**src/rtl/console_pkg.sv**
```systemverilog
// Shared console geometry, request opcodes and the cell address helper used by
// both the console writer and the display driver.
package console_pkg;

   localparam int COLS  = 40;
   localparam int ROWS  = 30;
   localparam int CELLS = 1200;

   typedef enum logic [1:0] {
      OP_PUTC    = 2'd0,
      OP_NEWLINE = 2'd1,
      OP_CLEAR   = 2'd2,
      OP_HOME    = 2'd3
   } op_t;

   // row*40 + col built from shifts so both consumers share identical arithmetic.
   function automatic logic [10:0] cell_addr(input logic [4:0] row, input logic [5:0] col);
      return {1'b0, row, 5'b0} + {3'b0, row, 3'b0} + {5'b0, col};
   endfunction

endpackage

```
**src/rtl/console_writer_if.sv**
```systemverilog
// Request handshake from the processor console port plus the screen-memory write port.
// Handshake: a request transfers on a clk edge where req_valid && req_ready; the
// requester holds req_valid/req_op/req_char stable until that edge, and req_ready
// never depends on req_valid.
interface console_writer_if;

   logic        req_valid;
   logic [1:0]  req_op;
   logic [3:0]  req_char;
   logic        req_ready;
   logic        smem_wr;
   logic [10:0] smem_addr;
   logic [3:0]  smem_wdata;

   modport master (
      output req_valid, req_op, req_char,
      input  req_ready, smem_wr, smem_addr, smem_wdata
   );

   modport slave (
      input  req_valid, req_op, req_char,
      output req_ready, smem_wr, smem_addr, smem_wdata
   );

endinterface

```
**src/rtl/console_writer.sv**
```systemverilog
// Text console writer: cursor tracking over the 40x30 grid, registered single-cycle
// cell writes, and a 1200-cycle clear sweep.
module console_writer
   import console_pkg::*;
#(
   parameter logic [3:0] BLANK_CODE     = 4'h0,
   parameter bit         CLEAR_ON_RESET = 1'b1
) (
   input  logic             clk,
   input  logic             reset,
   console_writer_if.slave  bus,
   output logic [4:0]       cursor_row,
   output logic [5:0]       cursor_col,
   output logic             busy,
   output logic [0:0]       fsm_state
);

   localparam logic [0:0]  S_IDLE   = 1'b0;
   localparam logic [0:0]  S_CLEAR  = 1'b1;
   localparam logic [4:0]  LAST_ROW = 5'(ROWS - 1);
   localparam logic [5:0]  LAST_COL = 6'(COLS - 1);
   localparam logic [10:0] SWEEP_END = 11'(CELLS);

   logic [0:0]  state;
   logic [10:0] sweep;
   logic [4:0]  row;
   logic [5:0]  col;
   logic        wr_q;
   logic [10:0] addr_q;
   logic [3:0]  wdata_q;

   always_ff @(posedge clk or posedge reset) begin
      if (reset) begin
         state   <= CLEAR_ON_RESET ? S_CLEAR : S_IDLE;
         sweep   <= '0;
         row     <= '0;
         col     <= '0;
         wr_q    <= 1'b0;
         addr_q  <= '0;
         wdata_q <= '0;
      end else begin
         wr_q <= 1'b0;
         case (state)
            S_IDLE: begin
               if (bus.req_valid) begin
                  case (op_t'(bus.req_op))
                     OP_PUTC: begin
                        wr_q    <= 1'b1;
                        addr_q  <= cell_addr(row, col);
                        wdata_q <= bus.req_char;
                        if (col == LAST_COL) begin
                           col <= '0;
                           row <= (row == LAST_ROW) ? 5'd0 : row + 5'd1;
                        end else begin
                           col <= col + 6'd1;
                        end
                     end
                     OP_NEWLINE: begin
                        col <= '0;
                        row <= (row == LAST_ROW) ? 5'd0 : row + 5'd1;
                     end
                     OP_CLEAR: begin
                        // Cell 0 is written on the accept edge so the sweep
                        // occupies exactly the 1200 cycles after acceptance.
                        state   <= S_CLEAR;
                        wr_q    <= 1'b1;
                        addr_q  <= '0;
                        wdata_q <= BLANK_CODE;
                        sweep   <= 11'd1;
                     end
                     default: begin
                        row <= '0;
                        col <= '0;
                     end
                  endcase
               end
            end
            default: begin
               if (sweep == SWEEP_END) begin
                  state <= S_IDLE;
                  sweep <= '0;
                  row   <= '0;
                  col   <= '0;
               end else begin
                  wr_q    <= 1'b1;
                  addr_q  <= sweep;
                  wdata_q <= BLANK_CODE;
                  sweep   <= sweep + 11'd1;
               end
            end
         endcase
      end
   end

   assign bus.req_ready  = (state == S_IDLE);
   assign bus.smem_wr    = wr_q;
   assign bus.smem_addr  = addr_q;
   assign bus.smem_wdata = wdata_q;
   assign cursor_row     = row;
   assign cursor_col     = col;
   assign busy           = (state == S_CLEAR);
   assign fsm_state      = state;

endmodule

```
**src/flat_wrapper.sv**
```systemverilog
// flat-port wrapper written by rule: the top's interface ports become plain ports
module console_writer_flat import console_pkg::*;
#(
   parameter logic [3:0] BLANK_CODE     = 4'h0,
   parameter bit         CLEAR_ON_RESET = 1'b1
)
  (clk, reset, cursor_row, cursor_col, busy, fsm_state, bus_req_valid, bus_req_op, bus_req_char, bus_req_ready, bus_smem_wr, bus_smem_addr, bus_smem_wdata);
  console_writer_if bus_i ();
  input  logic clk;
  input  logic reset;
  output logic [4:0] cursor_row;
  output logic [5:0] cursor_col;
  output logic busy;
  output logic [0:0] fsm_state;
  input wire logic [$bits(bus_i.req_valid)-1:0] bus_req_valid;
  input wire logic [$bits(bus_i.req_op)-1:0] bus_req_op;
  input wire logic [$bits(bus_i.req_char)-1:0] bus_req_char;
  output wire logic [$bits(bus_i.req_ready)-1:0] bus_req_ready;
  output wire logic [$bits(bus_i.smem_wr)-1:0] bus_smem_wr;
  output wire logic [$bits(bus_i.smem_addr)-1:0] bus_smem_addr;
  output wire logic [$bits(bus_i.smem_wdata)-1:0] bus_smem_wdata;
  assign bus_i.req_valid = bus_req_valid;
  assign bus_i.req_op = bus_req_op;
  assign bus_i.req_char = bus_req_char;
  assign bus_req_ready = bus_i.req_ready;
  assign bus_smem_wr = bus_i.smem_wr;
  assign bus_smem_addr = bus_i.smem_addr;
  assign bus_smem_wdata = bus_i.smem_wdata;
  console_writer #(.BLANK_CODE(BLANK_CODE), .CLEAR_ON_RESET(CLEAR_ON_RESET)) u_core (.clk(clk), .reset(reset), .bus(bus_i), .cursor_row(cursor_row), .cursor_col(cursor_col), .busy(busy), .fsm_state(fsm_state));
endmodule
```
**config.mk**
```make
export PLATFORM = sky130hd
export DESIGN_NAME = console_writer_flat
export DESIGN_NICKNAME = d
export VERILOG_FILES = /design/src/rtl/console_pkg.sv /design/src/rtl/console_writer_if.sv /design/src/rtl/console_writer.sv /design/src/flat_wrapper.sv
export SDC_FILE = /design/constraint.sdc
export NUM_CORES = 1
export LEC_CHECK = 0
export ABC_CLOCK_PERIOD_IN_PS = 3600
export BUFFER_PORTS_ARGS = -buffer_cell sky130_fd_sc_hd__buf_2
export CAP_MARGIN = 15
export CORE_MARGIN = 5
export CORE_UTILIZATION = 61
export DETAILED_ROUTE_END_ITERATION = 7
export PLACE_DENSITY_LB_ADDON = 0.25
export SETUP_SLACK_MARGIN = 0.5
export SYNTH_ARGS = -nofsm -noshare
export SYNTH_HDL_FRONTEND = slang
export SYNTH_SLANG_ARGS = --single-unit
export TNS_END_PERCENT = 10
```
**constraint.sdc**
```tcl
create_clock -name clk -period 3.6 [get_ports clk]
set_input_delay 0.72 -clock clk [delete_from_list [all_inputs] [get_ports clk]]
set_output_delay 0.72 -clock clk [all_outputs]
set_load 0.005 [all_outputs]
```
==> results_dict.tcl, run 1 <==
set metrics [dict create \
    run_status "finished, final reports clean" \
    die_w_um 73.0 \
    clock_skew_ps 3.36 \
    num_vias 2141 \
    synth_cell_type_count 56 \
    grt_pass1_wl_um 9910 \
    maxCapViolations 0 \
    insertion_delay_ps 290 \
    cp-start-kind "register" \
    fmax_mhz 374 \
    ant_nets 0 \
    holdBufCountCts 0 \
    syn_nets 280 \
    post_cts_resized 0 \
    hpwlAfterDp_um 4270 \
    p_per_area_nw_per_um2 289 \
    fillers 294 \
    postCtsSetupBuffers 0 \
    grt_setup_unrepaired "false" \
    cts_inserted_buffers 5 \
    yosysWarnings 0 \
    synthCells 255 \
    synth_commonest_cells "dfrtp_1, inv_1, o21ai_0" \
    routedWlPerCell_um 17.4 \
    syn_area_um2 2420 \
    tightest_slew_ps 631 \
    antennaDiodeCount 0 \
    relSlewSlack_pct 57.6 \
    final-setup-viol-count 0 \
    drive_gt1_share_pct 21.8 \
    drtPass1Iterations 5 \
    synth_seq_area_share_pct 40.4 \
    track_usage_pct 23.9 \
    hold_path.class "reg -> reg" \
    synth_top_area_share_pct 39.3 \
    endpoint_kind "register" \
    portBuffers 38 \
    num_rows 22 \
    tns_ps 0 \
    ys_async_sr_fraction_pct 100 \
    core_um2 3740 \
    path_class "reg -> reg" \
    htreeDepth 2 \
    dr.first_iter.drc_count 244 \
    drt_wl_total_um 5960 \
    yosysTopAreaCell "dfrtp_1" \
    cts_sinks 39 \
    grt_pass1_vias 2015 \
    clockBufferDepth 2 \
    area_growth_pct 12.8 \
    path_clk_slew_ps 80 \
    routed_via_density 6.26 \
    cts_tree "done" \
    ys.flop_type "dfrtp_1" \
    hold_violations 0 \
    root_buffer "clkbuf_8" \
    drv_slew 0 \
    synth.avg_cell_area_um2 9.48 \
    critPathMaxFanout 37 \
    drc 0 \
    grt_overflow 0 \
    cp.required_ps 3780 \
    boundaryPins 39 \
    initial_core_util_pct 64.6 \
    grt_antenna_before_repair 0 \
    die_area_um2 5320 \
    min_period_ps 2670 \
    yosys-top-cells-area "dfrtp_1, ha_1, o21ai_0" \
    globalplace.congestion 0.840 \
    post-route-period-util_pct 74.2 \
    synth_edf_count 0 \
    arrival_ps 2850 \
    yosys_register_bits 39 \
    power_leakage_nw 1.24 \
    utilization_pct 72.9 \
    peakVddDrop_mv 0.206 \
    die_y_um 73.0 \
    yosysMostFrequentCell "dfrtp_1" \
    fin_nets 318 \
    grt_max_degree 40 \
]
worst paths after layout:
check | to | from | slack (ps) | depth (start not counted)
min reg2reg | u_core.bus.smem_addr[2]$_DFFE_PP0P_ | u_core.bus.smem_addr[2]$_DFFE_PP0P_ | 510 | 1
min | u_core.bus.smem_addr[2]$_DFFE_PP0P_ | u_core.bus.smem_addr[2]$_DFFE_PP0P_ | 510 | 1
max | u_core.cursor_row[1]$_DFFE_PP0P_ | u_core.busy$_DFF_PP1_ | 930 | 4
max in group asynchronous | u_core.busy$_DFF_PP1_ | reset | 2700 | 3
min in group asynchronous | u_core.sweep[10]$_DFFE_PP0P_ | reset | 540 | 3
max reg2reg | u_core.cursor_row[1]$_DFFE_PP0P_ | u_core.busy$_DFF_PP1_ | 930 | 4
layout make-up:
class / count / area (um2) / area share [%]
flip-flops and latches: 39 / 977 / 35.8
well taps: 48 / 60.1 / 2.20
multi-input cells: 188 / 1310 / 48.0
clock buffers: 8 / 100 / 3.67
repair buffers: 41 / 213 / 7.80
inverters: 18 / 67.6 / 2.48
layer usage:
layer	share of wire [%]	GRT usage [%]	wire length (um)	vias up
met4	1.6	7.38	98	0
met1	46	34.4	2760	1015
li1	-	-	-	1027
met5	0	0	0	-
met3	6.2	5.92	370	12
met2	46	35.5	2740	87
state kept, by name (all words and copies together) (netlist names):
register,cells
u_core.bus.smem_addr,11
u_core.bus.smem_wdata,4
u_core.bus.smem_wr,1
u_core.busy,1
u_core.cursor_col,6
u_core.cursor_row,5
u_core.sweep,11
worst max-delay path: stages (launching register included):
cell and delay (ps):
dfstp_2 940, inv_1 340, or4_4 680, a21oi_2 240, mux2_2 350
layout by cell type, fill, tap and decap left out, types with 6 or more instances in the layout:
cell | Yosys | routed
a21oi_1 | 7 | 7
buf_2 | 0 | 38
clkbuf_8 | 0 | 7
dfrtp_1 | 38 | 38
ha_1 | 14 | 14
inv_1 | 18 | 18
nand2_1 | 13 | 13
nand3_1 | 14 | 14
nand4_1 | 6 | 6
nor2_1 | 14 | 14
nor3_1 | 9 | 9
o211ai_1 | 7 | 7
o21ai_0 | 17 | 17
xor2_1 | 6 | 6
through the flow:
stage                     cells  hold WS, ps  instance area, um2  power (mW)  setup WS, ps
final                       342          511                2730       0.787           929
after detailed placement    334          496                2630       0.468          1000
after floorplan             255          505                2420       0.458          1320
after CTS                   342          513                2730       0.789           989
after global placement      334          493                2630       0.468          1060
after global routing        342          544                2730       0.810           820
logic make-up (layout without fill, tap and decap cells):
| group | after synthesis | count (layout) | synth area share (%) |
|---|---|---|---|
| and+or+nand+nor | 88 | 88 | 20.1 |
| AOI/OAI and AO/OA | 72 | 72 | 20.4 |
| DFF | 39 | 39 | 40.4 |
| buffers and inverters | 28 | 67 | 5.43 |
| adders and majority gates | 16 | 16 | 8.90 |
| xor gates and xnor gates | 7 | 7 | 2.53 |
| muxes | 5 | 5 | 2.22 |
report_power, final:
part	switching [mW]	leakage, nW	internal (mW)
Sequential	0	0.497	0.438
Combinational	0.0162	0.687	0.00554
Clock	0.153	0.0515	0.175
Total	0.169	1.24	0.618
(Power assumes the default switching activity.)
==> inputs of run 2 (changes only) <==
ABC_CLOCK_PERIOD_IN_PS = 2610   (was 3600)
CORE_UTILIZATION = 56   (was 61)
clock period = 2.61 ns   (was 3.6 ns; I/O delays follow)
==> results_dict.tcl, run 2 (synthesis gave the netlist of run 1 again) <==
set metrics [dict create \
    run_status "finished, final reports clean" \
    path_clk_slew_ps 80 \
    initial_core_util_pct 56.7 \
    cts_inserted_buffers 5 \
    cp.required_ps 2800 \
    critPathMaxFanout 3 \
    endpoint_kind "register" \
    cts_sinks 39 \
    grt_pass1_vias 1955 \
    routedWlPerCell_um 17.7 \
    grt_overflow 0 \
    track_usage_pct 23.5 \
    final-setup-viol-count 0 \
    post-route-period-util_pct 82.2 \
    final_common_cell "buf_2" \
    timing.final.ws_setup_ps 464 \
    arrival_ps 2330 \
    globalplace.congestion 0.898 \
    maxCapViolations 0 \
    antennaDiodeCount 0 \
    dp_worst_setup_slack_ps 410 \
    relSlewSlack_pct 55.7 \
    p_per_area_nw_per_um2 391 \
    path_class "reg -> reg" \
    fmax_mhz 466 \
    final_cell_mix "buf_2, dfrtp_1, buf_4" \
    min_period_ps 2150 \
    hold_violations 0 \
    drive_gt1_share_pct 31.0 \
    clockBufferDepth 2 \
    area_growth_pct 20.9 \
    tightest_slew_ps 662 \
    htreeDepth 2 \
    portBuffers 38 \
    reg2regPathDepth 8 \
    drtPass1Iterations 6 \
    die_w_um 75.7 \
    clock_skew_ps 6.11 \
    num_rows 24 \
    peakVddDrop_mv 0.222 \
    drt_wl_total_um 6410 \
    cp-start-kind "register" \
    insertion_delay_ps 300 \
    drv_slew 0 \
    fillers 352 \
    num_vias 2188 \
    drc 0 \
    hpwlAfterDp_um 4480 \
    routed_via_density 6.04 \
    tns_ps 0 \
    cts_tree "done" \
    dr.first_iter.drc_count 246 \
    core_um2 4260 \
    grt_max_degree 40 \
    fin_nets 334 \
    root_buffer "clkbuf_8" \
    boundaryPins 39 \
    grt_antenna_before_repair 0 \
    die_area_um2 5730 \
    die_y_um 75.7 \
    ant_nets 0 \
    grt_pass1_wl_um 10000 \
    power_leakage_nw 1.32 \
    hold_path.class "in -> async" \
    grt_setup_unrepaired "true" \
]
==> run 2: cell types whose count changed in the layout (fill, tap and decap cells not counted), moves of 2 or more <==
| cell | previous run | this run |
|---|---|---|
| buf_4 | 3 | 19 |
| dfrtp_1 | 38 | 34 |
| dfrtp_2 | 0 | 4 |
| inv_1 | 18 | 15 |
| inv_2 | 0 | 3 |
| a211oi_1 | 2 | 0 |
| a211oi_2 | 0 | 2 |
| clkbuf_8 | 7 | 5 |
| fa_1 | 2 | 0 |
| fa_2 | 0 | 2 |
==> run 2: cell type report <==
type,count,area (um2),area share [%]
Tap cell,52,65.1,2.23
Timing Repair Buffer,57,333,11.4
Multi-Input combinational cell,188,1360,46.6
Sequential cell,39,982,33.6
Inverter,18,67.6,2.31
Clock inverter,3,43.8,1.50
Clock buffer,5,68.8,2.35
==> run 2: final timing paths <==
kind                                                     start                                   end  slack [ps]
setup reg to reg              u_core.cursor_col[5]$_DFFE_PP0P_   u_core.bus.smem_addr[7]$_DFFE_PP0P_         460
setup / recovery              u_core.cursor_col[5]$_DFFE_PP0P_   u_core.bus.smem_addr[7]$_DFFE_PP0P_         460
max in group asynchronous                                reset      u_core.cursor_row[1]$_DFFE_PP0P_        1890
hold reg to reg            u_core.bus.smem_addr[2]$_DFFE_PP0P_   u_core.bus.smem_addr[2]$_DFFE_PP0P_         530
min in group clk                               bus_req_char[0]  u_core.bus.smem_wdata[0]$_DFFE_PP0P_         460
hold / removal                                           reset      u_core.cursor_col[1]$_DFFE_PP0P_         340
==> run 2: where the power goes <==
group          switching [mW]  internal [mW]
Sequential                  0          0.604
Clock                   0.225          0.285
Combinational          0.0232        0.00764
Total                   0.248          0.896
==> run 2: per-layer routing <==
layer	wire length [um]	part of all wire [%]	vias up	global-route usage, %
met5	0	0	-	0
met2	3010	47	67	37.7
met3	367	5.7	9	4.62
met4	103	1.6	0	6.41
li1	-	-	1061	-
met1	2930	46	1051	32.4
==> run 2: through the flow <==
| step | area (um2) | hold WS (ps) | std cells | util (%) | power, mW |
|---|---|---|---|---|---|
| final | 2920 | 337 | 362 | 68.6 | 1.14 |
| after global routing | 2920 | 394 | 362 | 68.6 | 1.18 |
| after CTS | 2890 | 353 | 360 | 67.7 | 1.16 |
| after detailed placement | 2700 | 513 | 343 | 63.4 | 0.647 |
| after global placement | 2700 | 493 | 343 | 63.4 | 0.646 |
| after floorplan | 2450 | 505 | 255 | - | 0.632 |
==> run 2: critical path, cell delays in order (launching register included) <==
cell and delay, ps:
dfrtp_1 380, inv_1 90, fa_2 570, inv_2 50, ha_4 210, a21o_1 160, a211oi_2 230, o41ai_2 80
mux2_4 260
==> run 2: repair_timing <==
item | 4_1_cts | 5_1_grt
gates resized for setup | 1 | 9
endpoints found under the setup margin | 8 | 14
setup buffers | 9 | 2
hold buffers | 0 | 0
pin swaps | 6 | 6
==> inputs of run 3 (changes only) <==
ABC_AREA = 1   (was not set)
ABC_CLOCK_PERIOD_IN_PS = 2200   (was 2610)
CORE_UTILIZATION = 57   (was 56)
clock period = 2.2 ns   (was 2.61 ns; I/O delays follow)
==> results_dict.tcl, run 3 <==
set metrics [dict create \
    critPathMaxFanout 3 \
    synth.avg_cell_area_um2 7.67 \
    die_area_um2 5960 \
    utilization_pct 68.0 \
    grt_pass1_wl_um 11400 \
    synth_compound_area_share_pct 7.67 \
    syn_area_um2 2580 \
    cp-start-kind "register" \
    path_class "reg -> reg" \
    fmax_mhz 511 \
    drc 0 \
    yosysTopAreaCell "dfrtp_1" \
    area_growth_pct 15.7 \
    final_cell_mix "nand2_1, nand3_1, buf_2" \
    num_vias 2463 \
    p_int_uw 950 \
    yosys-top-cells-area "dfrtp_1, nand2_1, nand3_1" \
    final_common_cell "nand2_1" \
    htreeDepth 2 \
    ys_async_sr_fraction_pct 100 \
    hold_path.class "in -> async" \
    endpoint_kind "register" \
    yosysMostFrequentCell "nand2_1" \
    core_um2 4380 \
    drtPass1Iterations 5 \
    peakVddDrop_mv 0.408 \
    swShare_pct 25.6 \
    run_status "finished, final reports clean" \
    ys.flop_type "dfrtp_1" \
    root_buffer "clkbuf_8" \
    pwr-share-seq_pct 56.3 \
    pwr-share-clk_pct 40.4 \
    power_leakage_nw 1.58 \
    drt_wl_total_um 6800 \
    synth_commonest_cells "nand2_1, nand3_1, dfrtp_1, inv_1, nor2_1" \
    synthCells 336 \
    pwr-share-comb_pct 3.3 \
    antennaDiodeCount 0 \
    globalplace.congestion 0.911 \
    clockBufferDepth 2 \
    place_area_um2 2840 \
    final-setup-viol-count 0 \
    yosys_register_bits 39 \
    grt_pass1_vias 2387 \
    die_w_um 77.2 \
    tns_ps 0 \
    reg2regPathDepth 12 \
    grt_overflow 0 \
    yosysWarnings 0 \
    min_period_ps 1960 \
    syn_nets 361 \
    num_rows 24 \
    dp.cells 426 \
    synthSimpleGateAreaFrac_pct 36.2 \
    maxCapViolations 0 \
    dr.first_iter.drc_count 212 \
    synth_seq_area_share_pct 37.9 \
    tightest_slew_ps 670 \
    grt_antenna_before_repair 0 \
    r2r_slack_ps 240 \
    grt_max_degree 20 \
    clock_skew_ps 6.73 \
    drv_slew 0 \
    routedWlPerCell_um 15.6 \
    synth_top_area_share_pct 36.9 \
    synth_fa_ha_area_share_pct 8.35 \
    synth_cell_type_count 39 \
    cts_inserted_buffers 5 \
    insertion_delay_ps 310 \
    track_usage_pct 23.8 \
    r2r_start "u_core.cursor_row[0]$_DFFE_PP0P_" \
    synth_edf_count 0 \
    drive_gt1_share_pct 23.4 \
    cts_tree "done" \
    initial_core_util_pct 58.8 \
    hpwlAfterDp_um 5030 \
    boundaryPins 39 \
    path_clk_slew_ps 90 \
    portBuffers 38 \
    final_area_um2 2980 \
    r2r_end "u_core.bus.smem_addr[9]$_DFFE_PP0P_" \
    cp.required_ps 2410 \
    arrival_ps 2170 \
    final_cells 436 \
    post-route-period-util_pct 89.0 \
    p_per_area_nw_per_um2 428 \
    grt_setup_unrepaired "true" \
    muxShareOfSynthArea_pct 0.389 \
    synth_top_family_by_area "simple AND/OR/NAND/NOR gates" \
    p_sw_uw 327 \
    ant_nets 0 \
    routed_via_density 5.65 \
    synth_xor_area_share_pct 1.02 \
    relSlewSlack_pct 55.3 \
    hold_violations 0 \
    die_y_um 77.2 \
    holdBufCountCts 0 \
    fin_nets 408 \
    cts_sinks 39 \
]
==> run 3: cell types whose count changed after synthesis, moves of 5 or more <==
cell,change
a31oi_1,-5
inv_1,+13
nor2_1,+16
o211ai_1,-7
or3_1,-5
nand3_1,+34
nand2b_1,-5
nand2_1,+73
==> run 3: worst max-delay path, cell delays in order (launching register included) <==
cell	delay, ps
dfrtp_2	370
inv_2	40
fa_1	570
inv_1	60
ha_1	290
nand2_1	80
nand2_2	80
nand3_2	70
nand2_1	50
nand2_1	50
nand2_1	50
nor2_1	90
nor2_1	50
==> run 3: cell families after synthesis <==
family | Yosys count
flip-flops | 39
XOR/XNOR | 3
buffers and inverters | 47
AO/OA/AOI/OAI | 36
adder cells (fa/ha/maj) | 16
multiplexers | 1
AND/OR/NAND/NOR | 194
==> run 3: power groups by stage <==
stage	sequential, mW	combinational (mW)	clock, mW
floorplan	0.733	0.0207	0
global placement	0.733	0.0412	0
detailed placement	0.733	0.0423	0
CTS	0.719	0.0425	0.511
global route	0.719	0.0472	0.553
finish	0.719	0.0423	0.516
==> run 3: repair_timing <==
| action | CTS | global route |
|---|---|---|
| pin swaps | 7 | 1 |
| endpoints found under the hold margin | 0 | 0 |
| buffers inserted | 2 | 0 |
| gates resized for setup | 8 | 3 |
| setup endpoints to repair | 19 | 31 |
==> run 3: how the worst max path moves through the flow <==
stage                                           from                             endpoint  slack (ps)  cells after the start
global placement    u_core.cursor_col[5]$_DFFE_PP0P_  u_core.bus.smem_addr[8]$_DFFE_PP0P_         250                     10
floorplan           u_core.cursor_row[2]$_DFFE_PP0P_  u_core.bus.smem_addr[8]$_DFFE_PP0P_         200                     11
detailed placement  u_core.cursor_col[5]$_DFFE_PP0P_  u_core.bus.smem_addr[9]$_DFFE_PP0P_         200                     11
CTS                 u_core.cursor_row[2]$_DFFE_PP0P_  u_core.bus.smem_addr[8]$_DFFE_PP0P_         260                     10
global route        u_core.cursor_row[0]$_DFFE_PP0P_  u_core.bus.smem_addr[7]$_DFFE_PP0P_         150                     11
finish              u_core.cursor_row[0]$_DFFE_PP0P_  u_core.bus.smem_addr[9]$_DFFE_PP0P_         240                     12
==> run 3: metal layers <==
metal  GRT usage [%]  share of wire (%)
met5               0                  0
met4            9.45                2.8
met3            3.86                5.5
met2            39.6                 50
met1            30.6                 42
==> run 3: layout make-up <==
type	instances	area (um2)
inverters	37	144
fillers	370	1400
multi-input cells	250	1420
clock buffers	5	68.8
clock inverters	3	20.0
flip-flops and latches	39	978
well taps	52	65.1
repair buffers	50	280
==> run 3: per-stage QoR <==
stage	total power [mW]	setup slack, ps	hold slack, ps
6_report	1.28	242	215
5_1_grt	1.32	149	266
4_1_cts	1.27	256	247
3_5_place_dp	0.775	196	490
3_3_place_gp	0.774	251	486
2_1_floorplan	0.754	205	499
